File: src/rtl/stage_mem_sram_pkg.sv
// Shared types and constants for the MEM stage and its SRAM controller.
//   state_e       : controller FSM states
//   BASE_ADDR_DEF : default data-memory base address
//   DATA_W        : pipeline word width
//   SRAM_DQ_W     : external SRAM data bus width
package stage_mem_sram_pkg;

  localparam int          DATA_W        = 32;
  localparam int          SRAM_DQ_W     = 16;
  localparam logic [31:0] BASE_ADDR_DEF = 32'd1024;

  typedef enum logic [1:0] {
    ST_IDLE = 2'd0,
    ST_LOW  = 2'd1,
    ST_HIGH = 2'd2,
    ST_DONE = 2'd3
  } state_e;

endpackage

File: src/rtl/stage_mem_sram_sram_controller.sv
// 32-bit load/store engine for a 16-bit asynchronous SRAM. Each word is
// moved as two half-word accesses (low half first), each held stable for
// ACCESS_CYCLES clocks. All SRAM pins and val_mem are registered.
// Ports:
//   clk, rst          : clock, synchronous active-high reset
//   rd_req, wr_req    : access request (read wins when both are set)
//   addr, wdata       : byte address and store data
//   state             : current FSM state (used for the freeze output)
//   val_mem           : last completed load word
//   sram_*            : SRAM address, DQ in/out/enable, active-low WE/OE
module sram_controller
  import stage_mem_sram_pkg::*;
#(
  parameter logic [DATA_W-1:0] BASE_ADDR     = BASE_ADDR_DEF,
  parameter int                SRAM_ADDR_W   = 18,
  parameter int                ACCESS_CYCLES = 2
) (
  input  logic                   clk,
  input  logic                   rst,
  input  logic                   rd_req,
  input  logic                   wr_req,
  input  logic [DATA_W-1:0]      addr,
  input  logic [DATA_W-1:0]      wdata,
  output state_e                 state,
  output logic [DATA_W-1:0]      val_mem,
  output logic [SRAM_ADDR_W-1:0] sram_addr,
  output logic [SRAM_DQ_W-1:0]   sram_dq_out,
  input  logic [SRAM_DQ_W-1:0]   sram_dq_in,
  output logic                   sram_dq_oe,
  output logic                   sram_we_n,
  output logic                   sram_oe_n
);

  localparam int CNT_W = (ACCESS_CYCLES > 1) ? $clog2(ACCESS_CYCLES) : 1;

  logic [CNT_W-1:0]       cnt;
  logic                   is_rd;
  logic [SRAM_DQ_W-1:0]   low_buf;
  logic [DATA_W-1:0]      off;
  logic [SRAM_ADDR_W-2:0] word_idx;
  logic                   last;
  logic                   unused_off;

  // Offset wraps modulo 2^32; byte-lane bits and bits above the SRAM range drop.
  assign off        = addr - BASE_ADDR;
  assign word_idx   = off[SRAM_ADDR_W:2];
  assign unused_off = ^{off[DATA_W-1:SRAM_ADDR_W+1], off[1:0]};
  assign last       = (cnt == CNT_W'(ACCESS_CYCLES - 1));

  always_ff @(posedge clk) begin
    if (rst) begin
      state       <= ST_IDLE;
      cnt         <= '0;
      is_rd       <= 1'b0;
      low_buf     <= '0;
      val_mem     <= '0;
      sram_addr   <= '0;
      sram_dq_out <= '0;
      sram_dq_oe  <= 1'b0;
      sram_we_n   <= 1'b1;
      sram_oe_n   <= 1'b1;
    end else begin
      case (state)
        ST_IDLE: begin
          if (rd_req | wr_req) begin
            state      <= ST_LOW;
            cnt        <= '0;
            is_rd      <= rd_req;
            sram_addr  <= {word_idx, 1'b0};
            // Read suppresses the write when both requests are set.
            sram_we_n  <= rd_req;
            sram_oe_n  <= ~rd_req;
            sram_dq_oe <= ~rd_req;
            if (!rd_req) sram_dq_out <= wdata[15:0];
          end
        end
        ST_LOW: begin
          if (last) begin
            cnt       <= '0;
            state     <= ST_HIGH;
            sram_addr <= {sram_addr[SRAM_ADDR_W-1:1], 1'b1};
            if (is_rd) low_buf     <= sram_dq_in;
            else       sram_dq_out <= wdata[31:16];
          end else begin
            cnt <= cnt + 1'b1;
          end
        end
        ST_HIGH: begin
          if (last) begin
            cnt        <= '0;
            state      <= ST_DONE;
            sram_we_n  <= 1'b1;
            sram_oe_n  <= 1'b1;
            sram_dq_oe <= 1'b0;
            if (is_rd) val_mem <= {sram_dq_in, low_buf};
          end else begin
            cnt <= cnt + 1'b1;
          end
        end
        default: state <= ST_IDLE;  // ST_DONE: pipeline advances this cycle
      endcase
    end
  end

endmodule

File: src/rtl/stage_mem_sram.sv
// MEM stage: wraps the SRAM controller, forwards EX fields to MEM/WB and
// raises freeze from the request cycle until the access reaches DONE.
// Ports:
//   clk, rst                        : clock, synchronous active-high reset
//   wbEnIn/memREnIn/memWEnIn/aluRes/exeValRm/dest : EX results
//   wbEnOut/memREnOut/aluResOut/destOut          : combinational pass-through
//   valMem                          : registered load data
//   freeze                          : pipeline stall request
//   sram*                           : external 16-bit async SRAM pins
module stage_mem_sram
  import stage_mem_sram_pkg::*;
#(
  parameter logic [DATA_W-1:0] BASE_ADDR     = BASE_ADDR_DEF,
  parameter int                SRAM_ADDR_W   = 18,
  parameter int                ACCESS_CYCLES = 2
) (
  input  logic                   clk,
  input  logic                   rst,
  input  logic                   wbEnIn,
  input  logic                   memREnIn,
  input  logic                   memWEnIn,
  input  logic [DATA_W-1:0]      aluRes,
  input  logic [DATA_W-1:0]      exeValRm,
  input  logic [3:0]             dest,
  output logic                   wbEnOut,
  output logic                   memREnOut,
  output logic [DATA_W-1:0]      aluResOut,
  output logic [3:0]             destOut,
  output logic [DATA_W-1:0]      valMem,
  output logic                   freeze,
  output logic [SRAM_ADDR_W-1:0] sramAddr,
  output logic [SRAM_DQ_W-1:0]   sramDqOut,
  input  logic [SRAM_DQ_W-1:0]   sramDqIn,
  output logic                   sramDqOe,
  output logic                   sramWeN,
  output logic                   sramOeN
);

  state_e state;

  sram_controller #(
    .BASE_ADDR    (BASE_ADDR),
    .SRAM_ADDR_W  (SRAM_ADDR_W),
    .ACCESS_CYCLES(ACCESS_CYCLES)
  ) u_ctrl (
    .clk        (clk),
    .rst        (rst),
    .rd_req     (memREnIn),
    .wr_req     (memWEnIn),
    .addr       (aluRes),
    .wdata      (exeValRm),
    .state      (state),
    .val_mem    (valMem),
    .sram_addr  (sramAddr),
    .sram_dq_out(sramDqOut),
    .sram_dq_in (sramDqIn),
    .sram_dq_oe (sramDqOe),
    .sram_we_n  (sramWeN),
    .sram_oe_n  (sramOeN)
  );

  assign wbEnOut   = wbEnIn;
  assign memREnOut = memREnIn;
  assign aluResOut = aluRes;
  assign destOut   = dest;

  // Dropping freeze in DONE lets the pipeline load the next instruction.
  assign freeze = ~rst & (memREnIn | memWEnIn) & (state != ST_DONE);

endmodule

File: config.mk
export PLATFORM = sky130hd
export DESIGN_NAME = stage_mem_sram
export DESIGN_NICKNAME = d
export VERILOG_FILES = /design/src/rtl/stage_mem_sram_pkg.sv /design/src/rtl/stage_mem_sram_sram_controller.sv /design/src/rtl/stage_mem_sram.sv
export SDC_FILE = /design/constraint.sdc
export NUM_CORES = 1
export LEC_CHECK = 0
export CORE_MARGIN = 3
export CORE_UTILIZATION = 41
export CTS_CLUSTER_SIZE = 40
export DETAILED_ROUTE_END_ITERATION = 12
export HOLD_SLACK_MARGIN = 0.12
export PLACE_DENSITY = 0.81
export SETUP_SLACK_MARGIN = 0.15
export SLEW_MARGIN = 20
export SYNTH_ARGS = -nofsm -noshare
export SYNTH_HDL_FRONTEND = slang
export SYNTH_SLANG_ARGS = --single-unit
File: constraint.sdc
create_clock -name clk -period 1.9 [get_ports clk]
set_input_delay 0.38 -clock clk [delete_from_list [all_inputs] [get_ports clk]]
set_output_delay 0.38 -clock clk [all_outputs]
set_load 0.005 [all_outputs]
==> flow_summary.toml, run 1 <==
[clock_tree]
cts_max_level = 3
clock-root-buffer = "clkbuf_8"
cts_buffer_depth = 2
path_clk_slew_ns = 0.11
holdBufCountCts = 0
cts_tree = "yes"
cts_sinks = 89
insertion_delay_ns = 0.36
numCtsBuffers = 9

[global_route]
grt_max_degree = 65
use_met2_pct = 34.2
first_global_vias = 3674
grt_overflow = 0
grt_use_met1_pct = 22.9
grt_pass1_wl_um = 17700
antenna_found_initial = 0
met3_usage_pct = 3.98
grt.busiest_layer = "met2"
grt_usage_pct = 19.2

[logic_synthesis]
synth_nets = 588
synth_edf_count = 0
synth-seq-cells = 89
synth_top_area_share_pct = 43.9
ys.flop_type = "dfxtp_1"
async_flop_share_pct = 0
netlist_instances = 493
yosysTopAreaCell = "dfxtp_1"
yosysWarnings = 0
synth_area_um2 = 4060
synth_area_leaders = "dfxtp_1 44%, nand2_1 12%, a21oi_1 8.0%, buf_4 7.0%, mux2i_1 3.9%"
syn_avg_cell_area_um2 = 8.24
ys_types = 41
seq_area_frac_synth_pct = 43.9

[setup_path]
critPathLaunch = "aluRes[4]"
path_class = "primary input to output pin"
timing.reg2reg.setup_slack_ns = 0.21
crit_cells = 2
worstReg2RegEnd = "u_ctrl.sram_oe_n$_SDFFE_PP1P_"
ff2ff_path_depth = 6
reg2reg_from = "u_ctrl.state[0]$_SDFFE_PP0P_"
crit_chain = "clkdlybuf4s50_1 > clkdlybuf4s50_1"
cpPeakStageDelay_ns = 0.50
crit_family = "buffers and inverters"
crit_slowest_cell = "clkdlybuf4s50_1"
crit_buf_inv = 2
startpoint_type = "primary input"
critPathMaxFanout = 2
setup.worst_path.end = "aluResOut[4]"
worstPathRequired_ns = 1.52
worstPathArrival_ns = 1.35
cp_common_cell = "clkdlybuf4s50_1"
endpoint_kind = "output pin"

[die]
fp.dieH_um = 106
start_util_pct = 43.1
ioPinCount = 197
rows = 35
dieArea_um2 = 11100
die_x_um = 106
core-area_um2 = 9420

[layout]
drive_above_1_share_pct = 8.93
antenna_cells = 0
fin_util_pct = 61.3
syn2layout_area_growth_pct = 42.1
final_nets = 706
final_cell_mix = "136 x clkdlybuf4s50_1, 125 x nand2_1, 89 x dfxtp_1"
final_cell_area_um2 = 5770
multi_input_area_um2 = 1850
seq_area_um2 = 1780
layoutNonFillerInstCount = 745
fill_cells = 815
final_common_cell = "clkdlybuf4s50_1"

[detailed_routing]
drc = 0
drtIter0Drc = 180
routed_wirelength_um = 10800
ant_nets = 0
first_pass_iters = 4
avgRoutedWirePerCell_um = 14.5
post_drt_via_cell_ratio = 4.98
vias = 3708

[sta]
hold_slack_ns = 0.453
finClkSkew_ns = 0.0135
max_freq_mhz = 577
final.period_utilization_pct = 91.2
rsz0062_at_grt = "true"
worstMarginPinSlew_ns = 0.635
hold_viol = 0
relSlewSlack_pct = 57.7
slew_violations = 0
setup_viol = 0
fin_setup_tns_ns = 0
setup_slack_ns = 0.167
post-route-min-period_ns = 1.73

[worst_hold_path]
hp-class = "flop to flop"
min_from = "u_ctrl.low_buf[9]$_SDFFE_PP0P_"

[pwr]
p_switching_mw = 2.00
power_frac_comb_pct = 39.5
swShare_pct = 33.7
pwr-share-seq_pct = 39.2
p_clk_share_pct = 21.3
pwr_density_cell_nw_per_um2 = 1030
p_total_mw = 5.95
peakVddDrop_mv = 0.480
leakage_nw = 2.11
power.internal_mw = 3.94

[job]
drv_cap = 0

[place]
preCtsSetupSlack_ns = -0.263
hpwl_um = 7970
portBuffers = 156
place_area_um2 = 5520
gp_congestion = 0.863
placed_cells = 727

[run_status]
status = "completed"
[what timing repair did]
action	CTS	global route
endpoints found under the setup margin	38	28
buffers inserted	2	0
pin swaps	1	0
endpoints found under the hold margin	0	0
resized for setup	21	9
[flip-flops by register name, indices dropped and copies added, names as in the netlist, 2 cells and up]
signal,cells
u_ctrl.low_buf,16
u_ctrl.sram_addr,18
u_ctrl.val_mem,32
u_ctrl.sram_dq_out,16
u_ctrl.state,2
[cell type report]
type	count	area share, %
flip-flops and latches	89	30.9
repair buffers	180	30.4
multi-input cells	324	32.1
clock buffers	9	2.15
clock inverters	7	1.28
inverters	7	0.455
well taps	129	2.80
[cell families (layout without fill, tap and decap cells)]
kind of cell	after synthesis	count (layout)	synth area share, %
buffers and inverters	80	203	11.4
AO/OA/AOI/OAI	103	103	15.4
multiplexers	17	17	4.22
AND/OR/NAND/NOR	195	195	22.6
flip-flops	89	89	43.9
adder cells (fa/ha/maj)	6	6	1.85
XOR/XNOR	3	3	0.647
[worst min-delay path by stage]
stage	depth (start not counted)	to
2_1_floorplan	2	u_ctrl.val_mem[0]$_SDFFE_PP0P_
3_3_place_gp	2	u_ctrl.val_mem[8]$_SDFFE_PP0P_
3_5_place_dp	2	u_ctrl.val_mem[14]$_SDFFE_PP0P_
4_1_cts	2	u_ctrl.val_mem[9]$_SDFFE_PP0P_
5_1_grt	2	u_ctrl.val_mem[13]$_SDFFE_PP0P_
6_report	2	u_ctrl.val_mem[9]$_SDFFE_PP0P_
[synth_stat cells (4+ instances only)]
master / instances
nor3_1: 4
buf_4: 38
inv_1: 7
or3_1: 5
nor2b_1: 5
o211ai_1: 19
a21oi_1: 65
o21ai_0: 5
nand2_1: 125
nand3_1: 9
clkbuf_1: 23
mux2i_1: 16
nand2b_1: 17
nand3b_1: 11
ha_1: 6
dfxtp_1: 89
nor3b_1: 5
buf_2: 10
[routing by layer]
metal / vias to the layer above / routed length (um)
met4: 0 / 110
met3: 8 / 637
met5: - / 0
met2: 115 / 5720
met1: 1734 / 4330
li1: 1851 / -
[power by group through the flow]
| stage | registers [mW] | logic (mW) | clock network [mW] |
|---|---|---|---|
| after global routing | 2.37 | 2.58 | 1.38 |
| after floorplan | 2.36 | 1.30 | 0 |
| after detailed placement | 2.37 | 2.26 | 0 |
| final | 2.33 | 2.35 | 1.27 |
| after CTS | 2.33 | 2.33 | 1.30 |
| after global placement | 2.36 | 2.19 | 0 |
(Power assumes the default switching activity.)
==> inputs of run 2 (changes only) <==
--- a/config.mk
+++ b/config.mk
@@ -9,6 +9,7 @@
 export CORE_UTILIZATION = 41
 export CTS_CLUSTER_SIZE = 40
 export DETAILED_ROUTE_END_ITERATION = 12
+export GPL_TIMING_DRIVEN = 1
 export HOLD_SLACK_MARGIN = 0.12
 export PLACE_DENSITY = 0.81
 export SETUP_SLACK_MARGIN = 0.15
==> results of run 2 <==
Same layout as run 1: the final DEF is identical, and so are final timing and power.
